--- config.mk ---
export PLATFORM = sky130hd
export DESIGN_NAME = btn_cmd_arbiter
export DESIGN_NICKNAME = d
export VERILOG_FILES = /design/src/rtl/btn_cmd_arbiter.sv
export SDC_FILE = /design/constraint.sdc
export NUM_CORES = 1
export LEC_CHECK = 0
export CORE_MARGIN = 2
export CORE_UTILIZATION = 39
export CTS_CLUSTER_DIAMETER = 200
export DETAILED_ROUTE_END_ITERATION = 7
export PLACE_DENSITY = 0.62
export RECOVER_POWER = 25
export SYNTH_ARGS = -nofsm -noshare
export SYNTH_HDL_FRONTEND = slang
export SYNTH_SLANG_ARGS = --single-unit
--- constraint.sdc ---
create_clock -name clk -period 3.7 [get_ports clk]
set_clock_uncertainty 0.1 [all_clocks]
set_input_delay 1.11 -clock clk [delete_from_list [all_inputs] [get_ports clk]]
set_output_delay 1.11 -clock clk [all_outputs]
set_load 0.01 [all_outputs]
--- src/rtl/btn_cmd_arbiter.sv ---
// Push-button front end. It synchronises and debounces four buttons, detects press
// edges, arbitrates by fixed priority, and holds one pending command for the CPU port.
module btn_cmd_arbiter #(
   parameter int unsigned DEBOUNCE_CYCLES = 16,
   parameter int unsigned CNT_W           = 20
) (
   input  logic        clk,
   input  logic        reset,
   input  logic [3:0]  btn_raw,
   input  logic        rd_strobe,
   input  logic        clr_overrun,
   output logic        cmd_valid,
   output logic [2:0]  cmd_code,
   output logic        overrun,
   output logic [15:0] port_word
);

   localparam int unsigned N_BTN = 4;
   localparam logic [CNT_W-1:0] CNT_LAST = CNT_W'(DEBOUNCE_CYCLES - 1);

   localparam logic [2:0] CODE_NONE = 3'd0;
   localparam logic [2:0] CODE_ADD  = 3'd1;
   localparam logic [2:0] CODE_SUB  = 3'd2;
   localparam logic [2:0] CODE_MUL  = 3'd3;
   localparam logic [2:0] CODE_EQ   = 3'd4;

   // Bit order follows btn_raw: [3]=add, [2]=sub, [1]=mul, [0]=equals
   logic [N_BTN-1:0] sync1, sync2, stable, stable_d;
   logic [CNT_W-1:0] cnt [N_BTN];

   logic [N_BTN-1:0] press;
   logic             press_any;
   logic             press_multi;
   logic [2:0]       win_code;

   always_ff @(posedge clk or negedge reset) begin
      if (!reset) begin
         sync1    <= '0;
         sync2    <= '0;
         stable_d <= '0;
      end else begin
         sync1    <= btn_raw;
         sync2    <= sync1;
         stable_d <= stable;
      end
   end

   // A level change is accepted after DEBOUNCE_CYCLES consecutive differing samples
   always_ff @(posedge clk or negedge reset) begin
      if (!reset) begin
         stable <= '0;
         for (int i = 0; i < N_BTN; i++) cnt[i] <= '0;
      end else begin
         for (int i = 0; i < N_BTN; i++) begin
            if (sync2[i] == stable[i]) begin
               cnt[i] <= '0;
            end else if (cnt[i] == CNT_LAST) begin
               stable[i] <= sync2[i];
               cnt[i]    <= '0;
            end else begin
               cnt[i] <= cnt[i] + CNT_W'(1);
            end
         end
      end
   end

   // Equals wins over add, add over sub, and sub over mul
   always_comb begin
      press       = stable & ~stable_d;
      press_any   = |press;
      press_multi = |(press & (press - 4'(1)));
      win_code    = CODE_NONE;
      if (press[0])      win_code = CODE_EQ;
      else if (press[3]) win_code = CODE_ADD;
      else if (press[2]) win_code = CODE_SUB;
      else if (press[1]) win_code = CODE_MUL;
   end

   always_ff @(posedge clk or negedge reset) begin
      if (!reset) begin
         cmd_valid <= 1'b0;
         cmd_code  <= CODE_NONE;
      end else if (press_any && (!cmd_valid || rd_strobe)) begin
         cmd_valid <= 1'b1;
         cmd_code  <= win_code;
      end else if (rd_strobe && !press_any) begin
         cmd_valid <= 1'b0;
         cmd_code  <= CODE_NONE;
      end
   end

   // A dropped press takes priority over a same-cycle clear
   always_ff @(posedge clk or negedge reset) begin
      if (!reset) begin
         overrun <= 1'b0;
      end else if (press_multi || (press_any && cmd_valid && !rd_strobe)) begin
         overrun <= 1'b1;
      end else if (clr_overrun) begin
         overrun <= 1'b0;
      end
   end

   assign port_word = {cmd_valid, overrun, 11'b0, cmd_code};

endmodule
==> results.py, run 1 <==
metrics = {
    "worst_setup_path": {
        "startpoint_type": "flop",
        "arrival_ns": 1.36,
        "critPathCapture": "cmd_valid",
        "critical_path_peak_fanout": 6,
        "required_ns": 2.49,
        "critPathSlowestCell": "clkdlybuf4s50_1",
        "crit_start": "cmd_valid$_DFFE_PN0P_",
        "slowest_delay_ns": 0.58,
        "worst-r2r-setup-slack_ns": 1.38,
        "crit_path_cell_trace": "clkdlybuf4s50_1",
        "cp_top_family": "buffers and inverters",
        "reg2reg_from": "cnt[50]$_DFF_PN0_",
        "critPathBufInv": 1,
        "end_kind": "output pin",
        "rr_worst_depth": 3,
        "crit_type": "reg2out",
        "rr_endpoint": "cnt[53]$_DFF_PN0_",
        "cp_num_cells": 1,
    },
    "cells_and_area": {
        "register_area_um2": 2527,
        "fin_nets": 520,
        "finish.utilization": 0.4544,
        "fill_cells": 1163,
        "multi_input_area_um2": 2173,
        "antennaDiodeCount": 0,
        "syn2layout_area_growth_pct": 12.39,
        "layout-drive-gt1-share": 0.06445,
    },
    "logic_synthesis": {
        "synth_top_area_cell": "dfrtp_1",
        "synth_seq_area_share": 0.5161,
        "yosysUniqueCellTypes": 44,
        "ys_async_sr_fraction": 1.000,
        "synthFlopType": "dfrtp_1",
        "synth_top_area_frac": 0.5161,
        "yosys_warnings": 0,
        "synth_edf_count": 0,
        "synth.area.top_cells": "dfrtp_1, xnor2_1, nor2_1, nor4_1, nand3_1",
        "syn-instance-count": 488,
        "synth_seq_cells": 101,
        "netlist_area_um2": 4897,
        "avgSynthCellArea_um2": 10.04,
    },
    "cts": {
        "cts.clk_slew.worst_paths_ns": 0.06,
        "htree_levels": 3,
        "cts_buffers": 9,
        "cts-resized-gates": 0,
        "cts_tree": "yes",
        "clock-sinks": 101,
        "clock_latency_ns": 0.34,
        "cts_max_path_buffers": 2,
        "post-cts-setup-buffers": 0,
        "cts_root_buf": "clkbuf_16",
        "ctsHoldBuffers": 0,
    },
    "die": {
        "die_w_um": 116.1,
        "die-area_um2": 13470,
        "core_area_um2": 12110,
        "die_h_um": 116.1,
        "rows": 40,
        "ioPinCount": 29,
        "initial_core_util": 0.4043,
    },
    "global_route": {
        "grt_max_degree": 55,
        "overflow": 0,
        "antenna_found_initial": 0,
        "grt_first_pass_wirelength_um": 15720,
        "grt_usage": 0.1473,
        "grt_pass1_vias": 3335,
    },
    "drt": {
        "via_per_inst": 5.035,
        "num_vias": 3424,
        "wl_um": 9006,
        "first_iter_violations": 187,
        "wire_per_inst_um": 13.24,
        "drtAntennaViolNets": 0,
        "drc": 0,
        "dr.pass1.iters": 4,
    },
    "sta": {
        "fmax_mhz": 388.9,
        "drv_slew": 0,
        "worstMarginPinSlew_ns": 1.239,
        "fin_crit_ns": 2.571,
        "setup_viol": 0,
        "period_share": 0.6949,
        "slew_headroom": 0.1739,
        "fin_tns_setup_ns": 0,
        "final-hold-violation-count": 0,
        "rsz0062_at_grt": "false",
    },
    "placed_design": {
        "gp_congestion": 0.7902,
        "dp_hpwl_um": 6123,
        "port_buffers": 17,
    },
    "power": {
        "p_leak_nw": 2.300,
        "peakVddDrop_v": 0.0002449,
        "power.density_nw_per_um2": 396.7,
    },
    "outcome": {
        "outcome": "finished clean",
    },
    "worst_hold_path": {
        "timing.hold.worst.class": "reg2reg",
    },
    "flow_run": {
        "maxCapViolCount": 0,
    },
}
per-stage QoR:
step | worst slack, ns | hold slack [ns] | power, mW | instance area, µm² | std cells
after floorplan | 1.765 | 0.2312 | 1.197 | 4935 | 498
after global placement | 1.227 | 0.2312 | 1.229 | 5200 | 665
after detailed placement | 1.187 | 0.2371 | 1.232 | 5200 | 665
after CTS | 1.095 | 0.2512 | 2.218 | 5507 | 680
after global routing | 1.061 | 0.2587 | 2.279 | 5504 | 680
final | 1.129 | 0.2498 | 2.184 | 5504 | 680
power by group:
part           total (mW)  switching, mW  leakage (nW)  internal [mW]
clock network       0.976          0.386         0.150          0.589
logic              0.0748         0.0517         0.767         0.0232
registers            1.13         0.0137          1.38           1.12
total                2.18          0.452          2.30           1.73
registers in the layout, indices dropped and copies added (netlist names):
| signal | flops |
|---|---|
| stable_d | 4 |
| stable | 4 |
| cmd_valid | 1 |
| cmd_code | 3 |
| sync2 | 4 |
| sync1 | 4 |
| cnt | 80 |
| overrun | 1 |
synth_stat cells, drive strengths merged, types with 7 or more instances:
cell type  number
dfrtp         101
nor2           81
xnor2          46
nor4           33
nand3          32
inv            23
nand2          22
buf            18
nor3           15
xor2           14
nand4          13
a21oi          12
o21ai          11
and3           10
a21o            7
worst min-delay path by stage:
stage	startpoint	endpoint	slack, ns	depth (start not counted)
after global placement	sync1[0]$_DFF_PN0_	sync2[0]$_DFF_PN0_	0.23	0
after floorplan	sync1[0]$_DFF_PN0_	sync2[0]$_DFF_PN0_	0.23	0
after CTS	sync1[1]$_DFF_PN0_	sync2[1]$_DFF_PN0_	0.25	0
final	sync1[1]$_DFF_PN0_	sync2[1]$_DFF_PN0_	0.25	0
after global routing	sync1[1]$_DFF_PN0_	sync2[1]$_DFF_PN0_	0.26	0
after detailed placement	sync1[3]$_DFF_PN0_	sync2[3]$_DFF_PN0_	0.24	0
routing by layer:
metal / track usage / vias up / wire length [µm]
met4: 0.04762 / 0 / 116
met5: 0 / - / 0
met3: 0.03295 / 12 / 233
met2: 0.2312 / 45 / 4053
li1: - / 1712 / -
met1: 0.2044 / 1655 / 4602
kinds of logic (layout without fill, tap and decap cells):
group                    count (synthesis)  in the layout  share of synthesized area
XOR/XNOR                                60             60                     0.1073
adder cells (fa/ha/maj)                  4              4                    0.01022
AND/OR/NAND/NOR                        229            229                     0.2420
AO/OA/AOI/OAI                           43             43                    0.06260
buffers and inverters                   44             58                    0.04778
flip-flops                             101            101                     0.5161
other                                    1             11                  0.0007657
multiplexers                             6              6                    0.01329
area by class of cell:
type | count | area share
multi-input combinational | 353 | 0.3949
clock buffer | 11 | 0.04228
sequential | 101 | 0.4592
inverter | 23 | 0.01569
timing repair buffer | 20 | 0.03637
tap | 168 | 0.03819
clock inverter | 4 | 0.01341
placed cells by master, fill, tap and decap left out, drive strengths merged, types with 12 or more instances in the layout:
master | synthesis | layout
nor4 | 33 | 33
a21oi | 12 | 12
clkdlybuf4s50 | 0 | 13
nand4 | 13 | 13
nand3 | 32 | 32
inv | 23 | 23
nand2 | 22 | 22
nor2 | 81 | 81
dfrtp | 101 | 101
nor3 | 15 | 15
clkbuf | 3 | 12
xor2 | 14 | 14
xnor2 | 46 | 46
Power figures use the tool's default switching activity.
==> run 2: changes to the inputs <==
==> constraint.sdc (replaced) <==
create_clock -name clk -period 2.5 [get_ports clk]
set_clock_uncertainty 0.1 [all_clocks]
set_input_delay 0.75 -clock clk [delete_from_list [all_inputs] [get_ports clk]]
set_output_delay 0.75 -clock clk [all_outputs]
set_load 0.01 [all_outputs]
==> results.py, run 2 (synthesis gave the netlist of run 1 again) <==
metrics = {
    "outcome": {
        "outcome": "finished clean",
    },
    "die": {
        "die_h_um": 116.1,
        "die_w_um": 116.1,
        "core_area_um2": 12110,
        "rows": 40,
        "die-area_um2": 13470,
        "initial_core_util": 0.4043,
        "ioPinCount": 29,
    },
    "sta": {
        "fin_crit_ns": 2.259,
        "drv_slew": 0,
        "final-hold-violation-count": 0,
        "slew_headroom": 0.1019,
        "rsz0062_at_grt": "false",
        "fin_tns_setup_ns": 0,
        "worstMarginPinSlew_ns": 1.347,
        "fmax_mhz": 442.7,
        "period_share": 0.9035,
        "holdWs_ns": 0.2495,
        "setup_viol": 0,
    },
    "worst_setup_path": {
        "rr_endpoint": "cnt[43]$_DFF_PN0_",
        "required_ns": 1.65,
        "arrival_ns": 1.41,
        "worst-r2r-setup-slack_ns": 0.49,
        "crit_path_cell_trace": "clkdlybuf4s50_1",
        "critPathBufInv": 1,
        "cp_top_family": "buffers and inverters",
        "slowest_delay_ns": 0.59,
        "reg2reg_from": "cnt[50]$_DFF_PN0_",
        "rr_worst_depth": 4,
        "critPathSlowestCell": "clkdlybuf4s50_1",
        "end_kind": "output pin",
        "critical_path_peak_fanout": 3,
        "crit_type": "reg2out",
        "startpoint_type": "flop",
    },
    "cts": {
        "cts_buffers": 9,
        "clock_latency_ns": 0.35,
        "cts_max_path_buffers": 2,
        "post-cts-setup-buffers": 0,
        "htree_levels": 3,
        "cts-resized-gates": 0,
        "cts.clk_slew.worst_paths_ns": 0.07,
        "ctsHoldBuffers": 0,
        "cts_root_buf": "clkbuf_16",
        "cts_tree": "yes",
        "clock-sinks": 101,
    },
    "drt": {
        "wl_um": 8861,
        "drc": 0,
        "dr.pass1.iters": 4,
        "via_per_inst": 5.012,
        "drtAntennaViolNets": 0,
        "first_iter_violations": 134,
        "num_vias": 3443,
        "wire_per_inst_um": 12.90,
    },
    "cells_and_area": {
        "finish.utilization": 0.4552,
        "mostFrequentLayoutCells": "dfrtp_1, nor2_1, xnor2_1",
        "largest_reg_flops": 80,
        "final_common_cell": "dfrtp_1",
        "antennaDiodeCount": 0,
        "fill_cells": 1145,
        "top_register": "cnt",
        "syn2layout_area_growth_pct": 12.57,
        "layout-drive-gt1-share": 0.07707,
        "fin_area_um2": 5513,
        "fin_nets": 526,
    },
    "worst_hold_path": {
        "timing.hold.worst.class": "reg2reg",
        "holdPathEnd": "sync2[0]$_DFF_PN0_",
        "holdPathStages": 0,
        "hp-start": "sync1[0]$_DFF_PN0_",
    },
    "power": {
        "p_int_mw": 2.421,
        "power.density_nw_per_um2": 564.5,
        "p_leak_nw": 2.308,
        "switching_share": 0.2220,
        "switchingPower_mw": 0.6908,
        "pwr-share-seq": 0.539,
        "combPwrFrac": 0.036,
        "power.share.clock": 0.425,
        "peakVddDrop_v": 0.0003510,
    },
    "global_route": {
        "grt_pass1_vias": 3402,
        "overflow": 0,
        "use_met2": 0.2269,
        "antenna_found_initial": 0,
        "met1_usage": 0.2052,
        "grt_first_pass_wirelength_um": 15780,
        "grtUsageMet3": 0.02458,
        "grt_usage": 0.1486,
        "grt_max_degree": 102,
        "busiest_layer": "met2",
    },
    "placed_design": {
        "dp_hpwl_um": 6000,
        "port_buffers": 17,
        "gp_congestion": 0.8166,
        "placed_area_um2": 5245,
    },
    "flow_run": {
        "maxCapViolCount": 0,
    },
}
run 2: changes by cell type in the layout (fill, tap and decap cells not counted), moves of 2 or more:
cell	previous run	this run
clkbuf_8	0	2
buf_4	2	8
clkinvlp_4	0	2
bufinv_16	2	0
clkbuf_4	0	2
run 2: power by group through the flow:
stage               clock network, mW  registers [mW]  logic, mW
CTS                              1.37            1.68      0.121
finish                           1.32            1.68      0.112
global route                     1.44            1.68      0.132
global placement                    0            1.71      0.118
floorplan                           0            1.70     0.0681
detailed placement                  0            1.71      0.121
run 2: worst max-delay path by stage:
stage / from / end / slack (ns) / cells after the start
2_1_floorplan: cnt[50]$_DFF_PN0_ / cnt[54]$_DFF_PN0_ / 0.56 / 4
3_3_place_gp: rd_strobe / overrun$_DFFE_PN0P_ / 0.41 / 5
3_5_place_dp: rd_strobe / overrun$_DFFE_PN0P_ / 0.43 / 5
4_1_cts: cmd_code[1]$_DFFE_PN0P_ / port_word[1] / 0.20 / 1
5_1_grt: cmd_valid$_DFFE_PN0P_ / port_word[15] / 0.21 / 1
6_report: cmd_code[1]$_DFFE_PN0P_ / port_word[1] / 0.24 / 1
run 2: area by class of cell:
cell class	count	area, µm²	area share
multi-input cells	353	2173	0.3942
clock buffers	13	260.3	0.04721
inverters	23	86.33	0.01566
well taps	168	210.2	0.03813
clock inverters	3	20.02	0.003631
repair buffers	26	235.2	0.04267
flip-flops and latches	101	2527	0.4585
run 2: metrics by stage:
stage                     power, mW  std cells  setup WS [ns]
final                         3.112        687         0.2412
after global routing          3.245        687         0.2053
after CTS                     3.170        687         0.2048
after detailed placement      1.828        671         0.4300
after global placement        1.823        671         0.4059
after floorplan               1.771        498         0.5645
run 2: per-layer routing:
layer  vias to the layer above  routed length, µm
li1                       1726                  -
met1                      1665               4610
met2                        41               3898
met3                        11                218
met4                         0                133
met5                         -                  0
